File: src/rtl/ddc_mix_fs4_pkg.sv
// ddc_pkg: shared types and constants for the fs/4 complex mixer.
//   mix_mode_e : mode encodings; 2'b11 decodes as bypass, like 2'b10
//   coef_e     : per-output coefficient select (0, +1, -1)
//   *_LUT      : phase-to-coefficient tables; phase p occupies bits [2p +: 2]
//   coef_at    : reads one table entry for a given phase
package ddc_pkg;

  typedef enum logic [1:0] {
    MIX_DOWN = 2'b00,
    MIX_UP   = 2'b01,
    MIX_BYP  = 2'b10
  } mix_mode_e;

  typedef enum logic [1:0] {
    COEF_ZERO = 2'b00,
    COEF_POS  = 2'b01,
    COEF_NEG  = 2'b10
  } coef_e;

  // cos = {1, 0, -1, 0}
  localparam logic [7:0] COS_LUT    = 8'b00_10_00_01;
  // sin (down) = {0, -1, 0, 1}
  localparam logic [7:0] SIN_DN_LUT = 8'b01_00_10_00;
  // sin (up) = {0, 1, 0, -1}
  localparam logic [7:0] SIN_UP_LUT = 8'b10_00_01_00;

  function automatic coef_e coef_at(input logic [7:0] lut, input logic [1:0] ph);
    return coef_e'(lut[{ph, 1'b0} +: 2]);
  endfunction

endpackage

File: src/rtl/ddc_mix_fs4_if.sv
// ddc_mix_fs4_if: sample-stream bundle for the fs/4 mixer.
//   in_valid/in_data/sync_in/mode_cfg : source -> mixer
//   out_valid/out_i/out_q/out_phase   : mixer -> decimator
// Modports: master = upstream source, slave = the mixer.
interface ddc_mix_fs4_if #(
  parameter int unsigned DW  = 16,
  parameter int unsigned NCH = 1
) ();

  logic              in_valid;
  logic [NCH*DW-1:0] in_data;
  logic              sync_in;
  logic [1:0]        mode_cfg;
  logic              out_valid;
  logic [NCH*DW-1:0] out_i;
  logic [NCH*DW-1:0] out_q;
  logic [1:0]        out_phase;

  modport master (
    output in_valid, in_data, sync_in, mode_cfg,
    input  out_valid, out_i, out_q, out_phase
  );

  modport slave (
    input  in_valid, in_data, sync_in, mode_cfg,
    output out_valid, out_i, out_q, out_phase
  );

endinterface

File: src/rtl/ddc_mix_fs4_lane.sv
// ddc_mix_lane: stage-2 datapath for one lane of the fs/4 mixer.
//   clk, rst   : clock, async active-high reset
//   en         : stage-1 sample is valid; outputs update only then
//   x          : stage-1 sample
//   ci, cq     : coefficient selects for I and Q
//   i_out/q_out: registered I/Q results (hold when en=0)
//   sat        : (MIX_SAT_EN only) combinational pulse, this sample saturates
// Optional feature macro: MIX_SAT_EN (clamp -(-2^(DW-1)) to 2^(DW-1)-1).
module ddc_mix_lane
  import ddc_pkg::*;
#(
  parameter int unsigned DW = 16
) (
  input  logic          clk,
  input  logic          rst,
  input  logic          en,
  input  logic [DW-1:0] x,
  input  coef_e         ci,
  input  coef_e         cq,
  output logic [DW-1:0] i_out,
  output logic [DW-1:0] q_out
`ifdef MIX_SAT_EN
  ,
  output logic          sat
`endif
);

  logic [DW-1:0] neg;
  logic [DW-1:0] i_d, q_d;

`ifdef MIX_SAT_EN
  logic is_min;
  assign is_min = (x == {1'b1, {(DW-1){1'b0}}});

  always_comb begin
    neg = -x;
    if (is_min) neg = {1'b0, {(DW-1){1'b1}}};
  end

  // Only a selected negation of the most-negative value saturates.
  assign sat = en & is_min & ((ci == COEF_NEG) | (cq == COEF_NEG));
`else
  // Plain wrap: -(-2^(DW-1)) stays -2^(DW-1).
  assign neg = -x;
`endif

  function automatic logic [DW-1:0] pick(input coef_e c, input logic [DW-1:0] pos,
                                         input logic [DW-1:0] ng);
    logic [DW-1:0] r;
    unique case (c)
      COEF_POS: r = pos;
      COEF_NEG: r = ng;
      default:  r = '0;
    endcase
    return r;
  endfunction

  always_comb begin
    i_d = pick(ci, x, neg);
    q_d = pick(cq, x, neg);
  end

  always_ff @(posedge clk or posedge rst) begin
    if (rst) begin
      i_out <= '0;
      q_out <= '0;
    end else if (en) begin
      i_out <= i_d;
      q_out <= q_d;
    end
  end

endmodule

File: src/rtl/ddc_mix_fs4.sv
// ddc_mix_fs4: parametrised fs/4 complex mixer, NCH lanes, 2-cycle latency.
//   clk, rst  : sample clock, async active-high reset
//   bus       : ddc_mix_fs4_if.slave (input stream, mode/sync, I/Q outputs)
//   sat_flag  : (MIX_SAT_EN only) sticky, set when any negation saturated
// Optional feature macro: MIX_SAT_EN.
// Owns the phase counter, the mode register and the valid pipeline; the
// per-lane negate/zero/saturate lives in ddc_mix_lane.
module ddc_mix_fs4
  import ddc_pkg::*;
#(
  parameter int unsigned DW  = 16,
  parameter int unsigned NCH = 1
) (
  input  logic          clk,
  input  logic          rst,
  ddc_mix_fs4_if.slave  bus
`ifdef MIX_SAT_EN
  ,
  output logic          sat_flag
`endif
);

  logic [1:0] ph_q, ph_d;
  logic [1:0] mode_q, mode_d;
  logic [1:0] ph_use, mode_use;
  coef_e      ci_d, cq_d;

  // Stage 1
  logic              valid1_q;
  logic [NCH*DW-1:0] x1_q;
  coef_e             ci1_q, cq1_q;
  logic [1:0]        ph1_q;

  // Stage 2
  logic              out_valid_q;
  logic [1:0]        out_phase_q;
  logic [NCH*DW-1:0] out_i_w, out_q_w;

  always_comb begin
    ph_use   = bus.sync_in ? 2'd0 : ph_q;
    // A phase-0 sample already runs in the mode it captures.
    mode_use = (ph_use == 2'd0) ? bus.mode_cfg : mode_q;
    ph_d     = ph_q;
    mode_d   = mode_q;
    if (bus.in_valid) begin
      ph_d = ph_use + 2'd1;
      if (ph_use == 2'd0) mode_d = bus.mode_cfg;
    end else if (bus.sync_in) begin
      ph_d = 2'd0;
    end
  end

  always_comb begin
    ci_d = COEF_POS;
    cq_d = COEF_ZERO;
    if (!mode_use[1]) begin
      ci_d = coef_at(COS_LUT, ph_use);
      cq_d = coef_at((mode_use == MIX_UP) ? SIN_UP_LUT : SIN_DN_LUT, ph_use);
    end
  end

  always_ff @(posedge clk or posedge rst) begin
    if (rst) begin
      ph_q   <= 2'd0;
      mode_q <= MIX_DOWN;
    end else begin
      ph_q   <= ph_d;
      mode_q <= mode_d;
    end
  end

  always_ff @(posedge clk or posedge rst) begin
    if (rst) begin
      valid1_q <= 1'b0;
      x1_q     <= '0;
      ci1_q    <= COEF_ZERO;
      cq1_q    <= COEF_ZERO;
      ph1_q    <= 2'd0;
    end else begin
      valid1_q <= bus.in_valid;
      if (bus.in_valid) begin
        x1_q  <= bus.in_data;
        ci1_q <= ci_d;
        cq1_q <= cq_d;
        ph1_q <= ph_use;
      end
    end
  end

  always_ff @(posedge clk or posedge rst) begin
    if (rst) begin
      out_valid_q <= 1'b0;
      out_phase_q <= 2'd0;
    end else begin
      out_valid_q <= valid1_q;
      if (valid1_q) out_phase_q <= ph1_q;
    end
  end

`ifdef MIX_SAT_EN
  logic [NCH-1:0] sat_pulse;
  logic           sat_flag_q;
`endif

  for (genvar k = 0; k < NCH; k++) begin : g_lane
    ddc_mix_lane #(
      .DW(DW)
    ) u_lane (
      .clk   (clk),
      .rst   (rst),
      .en    (valid1_q),
      .x     (x1_q[k*DW +: DW]),
      .ci    (ci1_q),
      .cq    (cq1_q),
      .i_out (out_i_w[k*DW +: DW]),
      .q_out (out_q_w[k*DW +: DW])
`ifdef MIX_SAT_EN
      ,
      .sat   (sat_pulse[k])
`endif
    );
  end

`ifdef MIX_SAT_EN
  always_ff @(posedge clk or posedge rst) begin
    if (rst) sat_flag_q <= 1'b0;
    else     sat_flag_q <= sat_flag_q | (|sat_pulse);
  end
  assign sat_flag = sat_flag_q;
`endif

  assign bus.out_valid = out_valid_q;
  assign bus.out_phase = out_phase_q;
  assign bus.out_i     = out_i_w;
  assign bus.out_q     = out_q_w;

endmodule

File: src/flat_wrapper.sv
// flat-port wrapper written by rule: the top's interface ports become plain ports
module ddc_mix_fs4_flat import ddc_pkg::*;
#(
  parameter int unsigned DW  = 16,
  parameter int unsigned NCH = 1
)
  (clk, rst, bus_in_valid, bus_in_data, bus_sync_in, bus_mode_cfg, bus_out_valid, bus_out_i, bus_out_q, bus_out_phase);
  ddc_mix_fs4_if #(.DW(DW), .NCH(NCH)) bus_i ();
  input  logic clk;
  input  logic rst;
  input wire logic [$bits(bus_i.in_valid)-1:0] bus_in_valid;
  input wire logic [$bits(bus_i.in_data)-1:0] bus_in_data;
  input wire logic [$bits(bus_i.sync_in)-1:0] bus_sync_in;
  input wire logic [$bits(bus_i.mode_cfg)-1:0] bus_mode_cfg;
  output wire logic [$bits(bus_i.out_valid)-1:0] bus_out_valid;
  output wire logic [$bits(bus_i.out_i)-1:0] bus_out_i;
  output wire logic [$bits(bus_i.out_q)-1:0] bus_out_q;
  output wire logic [$bits(bus_i.out_phase)-1:0] bus_out_phase;
  assign bus_i.in_valid = bus_in_valid;
  assign bus_i.in_data = bus_in_data;
  assign bus_i.sync_in = bus_sync_in;
  assign bus_i.mode_cfg = bus_mode_cfg;
  assign bus_out_valid = bus_i.out_valid;
  assign bus_out_i = bus_i.out_i;
  assign bus_out_q = bus_i.out_q;
  assign bus_out_phase = bus_i.out_phase;
  ddc_mix_fs4 #(.DW(DW), .NCH(NCH)) u_core (.clk(clk), .rst(rst), .bus(bus_i));
endmodule
File: config.mk
export PLATFORM = sky130hd
export DESIGN_NAME = ddc_mix_fs4_flat
export DESIGN_NICKNAME = d
export VERILOG_FILES = /design/src/rtl/ddc_mix_fs4_pkg.sv /design/src/rtl/ddc_mix_fs4_if.sv /design/src/rtl/ddc_mix_fs4_lane.sv /design/src/rtl/ddc_mix_fs4.sv /design/src/flat_wrapper.sv
export SDC_FILE = /design/constraint.sdc
export NUM_CORES = 1
export LEC_CHECK = 0
export CELL_PAD_IN_SITES_DETAIL_PLACEMENT = 0
export CELL_PAD_IN_SITES_GLOBAL_PLACEMENT = 2
export CORE_ASPECT_RATIO = 2
export CORE_MARGIN = 8
export CORE_UTILIZATION = 30
export CTS_BUF_LIST = sky130_fd_sc_hd__clkbuf_4
export DETAILED_ROUTE_END_ITERATION = 10
export HOLD_SLACK_MARGIN = 0.08
export PLACE_DENSITY_LB_ADDON = 0.15
export SKIP_LAST_GASP = 1
export SYNTH_ARGS = -nofsm -noshare
export SYNTH_HDL_FRONTEND = slang
export SYNTH_SLANG_ARGS = --single-unit
File: constraint.sdc
create_clock -name clk -period 6 [get_ports clk]
set_input_delay 0.6 -clock clk [delete_from_list [all_inputs] [get_ports clk]]
set_output_delay 0.6 -clock clk [all_outputs]
set_load 0.01 [all_outputs]
* Word-level counts from Yosys, hierarchy flattened
Index checks and enable logic that the tools add are counted.
** Word-level totals
- Memories :: 0
- Logic and storage cells :: 29
- RAM bits :: 0
- Output and inout bits :: 35
- Latch bits :: 0
- ROM bits :: 0
- Register bits after elaboration :: 62
** Cells by class
- $mul :: 0
- Shift operators :: 2
- Muxes and demuxes :: 8
- $add $sub $neg :: 2
- Eq/ne operators :: 5
- Reduce and logical (&&, ||, !) cells :: 1
- Bitwise gates (word level) :: 0
- Magnitude comparators :: 0
- Divide/modulo/power cells :: 0
** Operator list (number)
- $pmux 16 s2 :: 2
- $neg 16->16 :: 1
- $mux 2 :: 5
- $mux 8 :: 1
- $shiftx 8x4->2 :: 1
- $shiftx 8x4->2 const A :: 1
- $eq 2x1->1 const B :: 3
- $eq 2x2->1 const B :: 2
- $add 2x1->2 const B :: 1
- $logic_not 2->1 :: 1

* Longest topological paths before layout
Gate-level depths: netlist of run 1.
- Word-level depth :: 7
- Mapped depth :: 7
- Mapped depth without buffers :: 7

* Cells and area by module
Synthesis of run 1 repeated with hierarchy kept, for this count alone.
** Second synthesis, totals
- Cells, all modules :: 278
- Area total of the unflattened synthesis :: 3115.5 um^2
** By module, submodules not included
- ddc_mix_lane :: sequential area each 800.8 um^2, instances 1, area each 1923.1 um^2, cells each 193
- ddc_mix_fs4 :: sequential area each 750.7 um^2, instances 1, area each 1192.4 um^2, cells each 85

* Least setup slack after synthesis of run 1
No wires, ideal clock.
- Kind :: register -> register
- From :: reg u_core.x1_q[1]
- To :: reg u_core.g_lane[0].u_lane.i_out[14]
- Setup time :: 0.126 ns
- Arrival :: 2.096 ns
- Cell stages (with the launch flop) :: 8
- Slack :: 3.778 ns
- Path through :: dfrtp_1 -> inv_1 -> ha_1 -> or3b_2 -> clkbuf_2 -> nor4b_1 -> nor3_1 -> a221o_1
** On the way
- Word-level cells in the longest chain between the ends :: 2
** Ends and longest elaborated chain
- from (decl) :: RTL line ddc_mix_fs4.sv:30 : logic [NCH*DW-1:0] x1_q;
- from (signal assigned) :: RTL line ddc_mix_fs4.sv:82 : x1_q <= bus.in_data;
- $neg 16->16 :: RTL line ddc_mix_fs4_lane.sv:44 : assign neg = -x;
- $pmux 16 s2 :: RTL line ddc_mix_fs4_lane.sv:50 : unique case (c)
- to (signal assigned) :: RTL line ddc_mix_fs4_lane.sv:68 : i_out <= i_d;
- to (decl) :: RTL line ddc_mix_fs4_lane.sv:20 : output logic [DW-1:0] i_out,
No other way between the ends.
A chain may end at the register's enable or synchronous reset.

* Final worst setup path of run 1
- From :: reg u_core.x1_q[4]
- To :: reg u_core.g_lane[0].u_lane.q_out[13]
** On the way
- Word-level cells in the longest chain between the ends :: 2
** Ends and longest elaborated chain
- $neg 16->16 :: RTL line ddc_mix_fs4_lane.sv:44
- $pmux 16 s2 :: RTL line ddc_mix_fs4_lane.sv:50
- to (signal assigned) :: RTL line ddc_mix_fs4_lane.sv:69 : q_out <= q_d;
- to (decl) :: RTL line ddc_mix_fs4_lane.sv:21 : output logic [DW-1:0] q_out
No other way between the ends.

==> results of run 1 <==
-- kinds of logic after synthesis --
family	count (synthesis)
fa+ha+maj	7
compound gates	91
simple gates	79
flops	62
buf+inv	40
xor+xnor	4
mux	20
-- state kept, by name, indices dropped and copies added, names as in the netlist, 2 cells and up --
| register | flops |
|---|---|
| u_core.g_lane.u_lane.q_out | 16 |
| u_core.bus.out_phase | 2 |
| u_core.mode_q | 2 |
| u_core.g_lane.u_lane.i_out | 16 |
| u_core.ci1_q | 2 |
| u_core.cq1_q | 2 |
| u_core.ph1_q | 2 |
| u_core.ph_q | 2 |
| u_core.x1_q | 16 |
-- routing by layer --
layer  vias to the layer above  part of all wire (%)  global-route usage [%]
met3                        11                   3.8                    2.52
met5                         -                     0                       0
met2                        51                    56                    24.7
met4                         0                   1.6                    5.90
met1                      1242                    38                    13.3
li1                       1214                     -                       -
-- critical path, cell delays in order, from the launching register on --
cell,delay (ps)
dfrtp_1,510
or4_1,800
nor4_1,680
a31oi_1,190
o21ai_0,210
-- power breakdown --
part / switching (mW) / total (mW) / leakage [nW] / internal [mW]
registers: 0.0420 / 0.503 / 0.789 / 0.461
logic: 0.102 / 0.212 / 0.659 / 0.110
clock network: 0.143 / 0.224 / 0.0546 / 0.0807
total: 0.287 / 0.940 / 1.50 / 0.652
-- how the worst min path moves through the flow --
stage                                                   from                                            end  slack, ps
3_3_place_gp   u_core.g_lane[0].u_lane.q_out[10]$_DFFE_PP0P_  u_core.g_lane[0].u_lane.q_out[10]$_DFFE_PP0P_        480
5_1_grt         u_core.g_lane[0].u_lane.q_out[3]$_DFFE_PP0P_   u_core.g_lane[0].u_lane.q_out[3]$_DFFE_PP0P_        520
3_5_place_dp    u_core.g_lane[0].u_lane.q_out[2]$_DFFE_PP0P_   u_core.g_lane[0].u_lane.q_out[2]$_DFFE_PP0P_        470
6_report        u_core.g_lane[0].u_lane.q_out[3]$_DFFE_PP0P_   u_core.g_lane[0].u_lane.q_out[3]$_DFFE_PP0P_        500
4_1_cts         u_core.g_lane[0].u_lane.i_out[0]$_DFFE_PP0P_   u_core.g_lane[0].u_lane.i_out[0]$_DFFE_PP0P_        510
2_1_floorplan                      u_core.valid1_q$_DFF_PP0_                 u_core.bus.out_valid$_DFF_PP0_        400
-- synth_stat cells, types with 3 or more instances --
master / n
nand2_1: 25
o22ai_1: 3
nand2b_1: 3
nor4_1: 12
dfrtp_1: 62
a31oi_1: 8
nor3_1: 4
o21ai_0: 25
xnor2_1: 4
mux2i_1: 4
nor2b_1: 4
a21oi_1: 8
clkbuf_1: 16
a22oi_1: 4
inv_1: 17
o311ai_0: 9
nor2_1: 12
or3_1: 3
a22o_1: 5
o2bb2ai_1: 8
a32oi_1: 4
buf_1: 3
mux2_2: 16
ha_1: 7
a21o_1: 3
-- stage by stage --
stage               hold WS, ps  instance area, um2  total power, mW
global route                521                3850            0.998
global placement            483                3750            0.729
detailed placement          475                3750            0.730
finish                      496                3850            0.940
CTS                         505                3840            0.964
floorplan                   399                3110            0.624
-- final cells by class --
class | count | area, um2
fillers | 1054 | 6240
flip-flops and latches | 62 | 1550
multi-input cells | 201 | 1390
repair buffers | 58 | 576
well taps | 135 | 169
clock buffers | 10 | 75.1
inverters | 17 | 63.8
clock inverters | 4 | 16.3
diodes | 1 | 2.50
==> flow_metrics.tcl, run 1 <==
set metrics [dict create \
    place_inst 473 \
    synth_compound_area_share_pct 20.3 \
    synth_top_flop_cell "dfrtp_1" \
    cts.clk_slew.worst_paths_ps 100 \
    async_reset_ff_share_pct 100 \
    drive_above_1_share_pct 10.2 \
    yosysTopAreaCell "dfrtp_1" \
    wirelength_mm 8.80 \
    fin_util_pct 38.2 \
    path_class "reg -> reg" \
    final.period_utilization_pct 41.3 \
    syn_nets 332 \
    synth.avg_cell_area_um2 10.3 \
    rr_startpoint "u_core.x1_q[4]$_DFFE_PP0P_" \
    grt_pass1_wl_mm 14.2 \
    ctsHoldBuffers 0 \
    synth_top_family_by_area "compound AO/OA/AOI/OAI gates" \
    setup_violations 0 \
    drc 0 \
    hold_violations 0 \
    grt_pass1_vias 2655 \
    yosys.area_share.simple_pct 13.4 \
    outcome "finished clean" \
    tns_ps 0 \
    endpoint "u_core.g_lane[0].u_lane.q_out[13]$_DFFE_PP0P_" \
    r2r_cells 4 \
    yosysUniqueCellTypes 47 \
    cts_tree "built" \
    max_slew.worst_pin.slew_ps 1040 \
    worst-endpoint-required_ps 6320 \
    drv_cap 0 \
    clk_path_buf_depth 2 \
    place.gp.congestion 0.777 \
    cts_buffers 9 \
    die_h_um 160 \
    holdPathStages 1 \
    initial_utilization_pct 30.9 \
    cp-end-kind "flop" \
    vias 2518 \
    synthCells 303 \
    critPathLaunchType "flop" \
    ys_seq_area_share_pct 49.8 \
    synth.area.top_cells "dfrtp_1, mux2_2, o21ai_0" \
    relSlewSlack_pct 30.7 \
    synth_edf_count 0 \
    ios 57 \
    nets 378 \
    fin_skew_ps 11.2 \
    portBuffers 56 \
    yosys.area.top_type_share_pct 49.8 \
    antenna_found_initial 1 \
    fin_crit_ps 2480 \
    regToRegSetupSlack_ps 3520 \
    timing.rr.end "u_core.g_lane[0].u_lane.q_out[13]$_DFFE_PP0P_" \
    synthMuxAreaShare_pct 7.07 \
    dieArea_mm2 0.0141 \
    grt_util_all_layers_pct 13.2 \
    row_count 52 \
    layout_setup_ws_ps 3520 \
    hold_path.class "reg -> reg" \
    p_leak_nw 1.50 \
    cts-root-buf "clkbuf_4" \
    htreeDepth 3 \
    synthXorXnorAreaFrac_pct 1.13 \
    crit_path_max_fanout 13 \
    drtIter0Drc 92 \
    wl_per_cell_um 18.0 \
    rsz0062_at_grt "false" \
    dpl_worst_slack_ps 3510 \
    cp.arrival_ps 2800 \
    synthAdderAreaFrac_pct 2.81 \
    core_mm2 0.0101 \
    dp_hpwl_mm 6.30 \
    stdcell_count 488 \
    cts_resized 0 \
    grt_overflow 0 \
    post_cts_buffers 0 \
    ys_ff_latch 62 \
    final_cell_mix "dfrtp_1, clkdlybuf4s50_1, nand2_1, o21ai_0" \
    clk_latency_ps 410 \
    first_pass_iters 4 \
    grt_max_degree 63 \
    ant_nets 0 \
    ir_drop_uv 131 \
    slew_viol_final 0 \
    powerDensity_mw_per_mm2 244 \
    yosys_warnings 0 \
    setup.worst_path.start "u_core.x1_q[4]$_DFFE_PP0P_" \
    clock.fmax_mhz 404 \
    cts_sinks 62 \
    die_w_um 88.0 \
    mostFrequentLayoutCell "dfrtp_1" \
    syn-cell-area_mm2 0.00311 \
    areaGrowthSynthToFinish_pct 23.6 \
    viasPerCell 5.16 \
]
(Power assumes the default switching activity.)
==> inputs of run 2 (changes only) <==
==> constraint.sdc (replaced) <==
create_clock -name clk -period 2.1 [get_ports clk]
set_input_delay 0.21 -clock clk [delete_from_list [all_inputs] [get_ports clk]]
set_output_delay 0.21 -clock clk [all_outputs]
set_load 0.01 [all_outputs]
==> flow_metrics.tcl, run 2 (synthesis results as in run 1) <==
set metrics [dict create \
    relSlewSlack_pct 62.1 \
    row_count 52 \
    htreeDepth 3 \
    cp.arrival_ps 2340 \
    core_mm2 0.0101 \
    hold_violations 0 \
    dieArea_mm2 0.0141 \
    place_inst 510 \
    portBuffers 56 \
    wirelength_mm 9.79 \
    final.period_utilization_pct 96.6 \
    grt_overflow 0 \
    place.gp.congestion 0.803 \
    grt_max_degree 63 \
    worst-endpoint-required_ps 2410 \
    stdcell_count 526 \
    nets 416 \
    fillCellCount 1022 \
    cp-end-kind "flop" \
    ir_drop_uv 301 \
    ctsHoldBuffers 0 \
    clock.fmax_mhz 493 \
    cts.clk_slew.worst_paths_ps 100 \
    setup_violations 0 \
    final_cell_mix "dfrtp_1, clkdlybuf4s50_1, buf_4" \
    hold_path.class "in -> async" \
    p_leak_nw 1.69 \
    drive_above_1_share_pct 19.5 \
    slew_viol_final 0 \
    viasPerCell 5.12 \
    timing.hold.ws_ps 159 \
    powerDensity_mw_per_mm2 673 \
    drc 0 \
    clk_path_buf_depth 2 \
    outcome "finished clean" \
    cts-root-buf "clkbuf_4" \
    wl_per_cell_um 18.6 \
    rsz0062_at_grt "false" \
    max_slew.worst_pin.slew_ps 569 \
    first_pass_iters 4 \
    drtIter0Drc 162 \
    ios 57 \
    cts_sinks 62 \
    die_h_um 160 \
    grt_pass1_vias 2851 \
    r2r_cells 4 \
    mostFrequentLayoutCell "dfrtp_1" \
    die_w_um 88.0 \
    critPathLaunchType "flop" \
    initial_utilization_pct 30.9 \
    crit_path_max_fanout 5 \
    tns_ps 0 \
    fin_skew_ps 12.1 \
    cts_buffers 9 \
    fin_util_pct 41.2 \
    grt_util_all_layers_pct 14.8 \
    power_mw 2.80 \
    cts_tree "built" \
    path_class "reg -> reg" \
    drv_cap 0 \
    antenna_found_initial 1 \
    dp_hpwl_mm 7.35 \
    reg_top3 "u_core.g_lane.u_lane.i_out x16, u_core.g_lane.u_lane.q_out x16, u_core.x1_q x16" \
    ant_nets 0 \
    fin_crit_ps 2030 \
    grt_pass1_wl_mm 15.6 \
    areaGrowthSynthToFinish_pct 33.4 \
    vias 2695 \
    clk_latency_ps 410 \
]
## run 2: cell count changes in the layout (fill, tap and decap cells not counted), sizes merged
cell,before,now
buf,2,40
## run 2: power breakdown
part | internal, mW | switching, mW | total, mW
registers | 1.32 | 0.0838 | 1.40
logic | 0.381 | 0.360 | 0.741
clock network | 0.231 | 0.421 | 0.652
## run 2: per-layer routing
metal | track usage (%) | up-vias | part of all wire [%]
met5 | 0 | - | 0
met4 | 6.52 | 0 | 3.1
met3 | 3.03 | 19 | 4.3
met2 | 27.2 | 61 | 56
met1 | 15.1 | 1320 | 36
li1 | - | 1295 | -
## run 2: worst paths after layout
kind	from	endpoint	slack, ps
max	u_core.x1_q[4]$_DFFE_PP0P_	u_core.g_lane[0].u_lane.i_out[15]$_DFFE_PP0P_	70
min	rst	u_core.x1_q[14]$_DFFE_PP0P_	160
max reg2reg	u_core.x1_q[4]$_DFFE_PP0P_	u_core.g_lane[0].u_lane.i_out[15]$_DFFE_PP0P_	70
min reg2reg	u_core.g_lane[0].u_lane.i_out[3]$_DFFE_PP0P_	u_core.g_lane[0].u_lane.i_out[3]$_DFFE_PP0P_	500
max in group asynchronous	rst	u_core.x1_q[0]$_DFFE_PP0P_	1620
min in group clk	bus_in_data[13]	u_core.x1_q[13]$_DFFE_PP0P_	350
## run 2: critical path, stage by stage, from the launching register on
cell	delay, ps
dfrtp_1	380
or4_1	620
or4_4	590
a22o_1	200
a21o_1	150
## run 2: final cells by class
| class | count | area (um2) | share of cell area (%) |
|---|---|---|---|
| clock inverter | 4 | 16.3 | 0.392 |
| inverter | 17 | 63.8 | 1.54 |
| multi-input combinational | 201 | 1400 | 33.7 |
| antenna | 1 | 2.50 | 0.0603 |
| sequential | 62 | 1550 | 37.4 |
| clock buffer | 10 | 75.1 | 1.81 |
| tap | 135 | 169 | 4.07 |
| timing repair buffer | 96 | 873 | 21.0 |
## run 2: metrics by stage
stage / instance area (um2) / worst slack, ps
2_1_floorplan: 3120 / 2.59
3_3_place_gp: 4050 / 103
3_5_place_dp: 4050 / 68.7
4_1_cts: 4140 / 66.2
5_1_grt: 4150 / 13.8
6_report: 4150 / 70.8
## run 2: what timing repair did
action | in CTS | in global routing
resized for setup | 0 | 2
endpoints found under the setup margin | 0 | 4
buffers inserted | 0 | 1
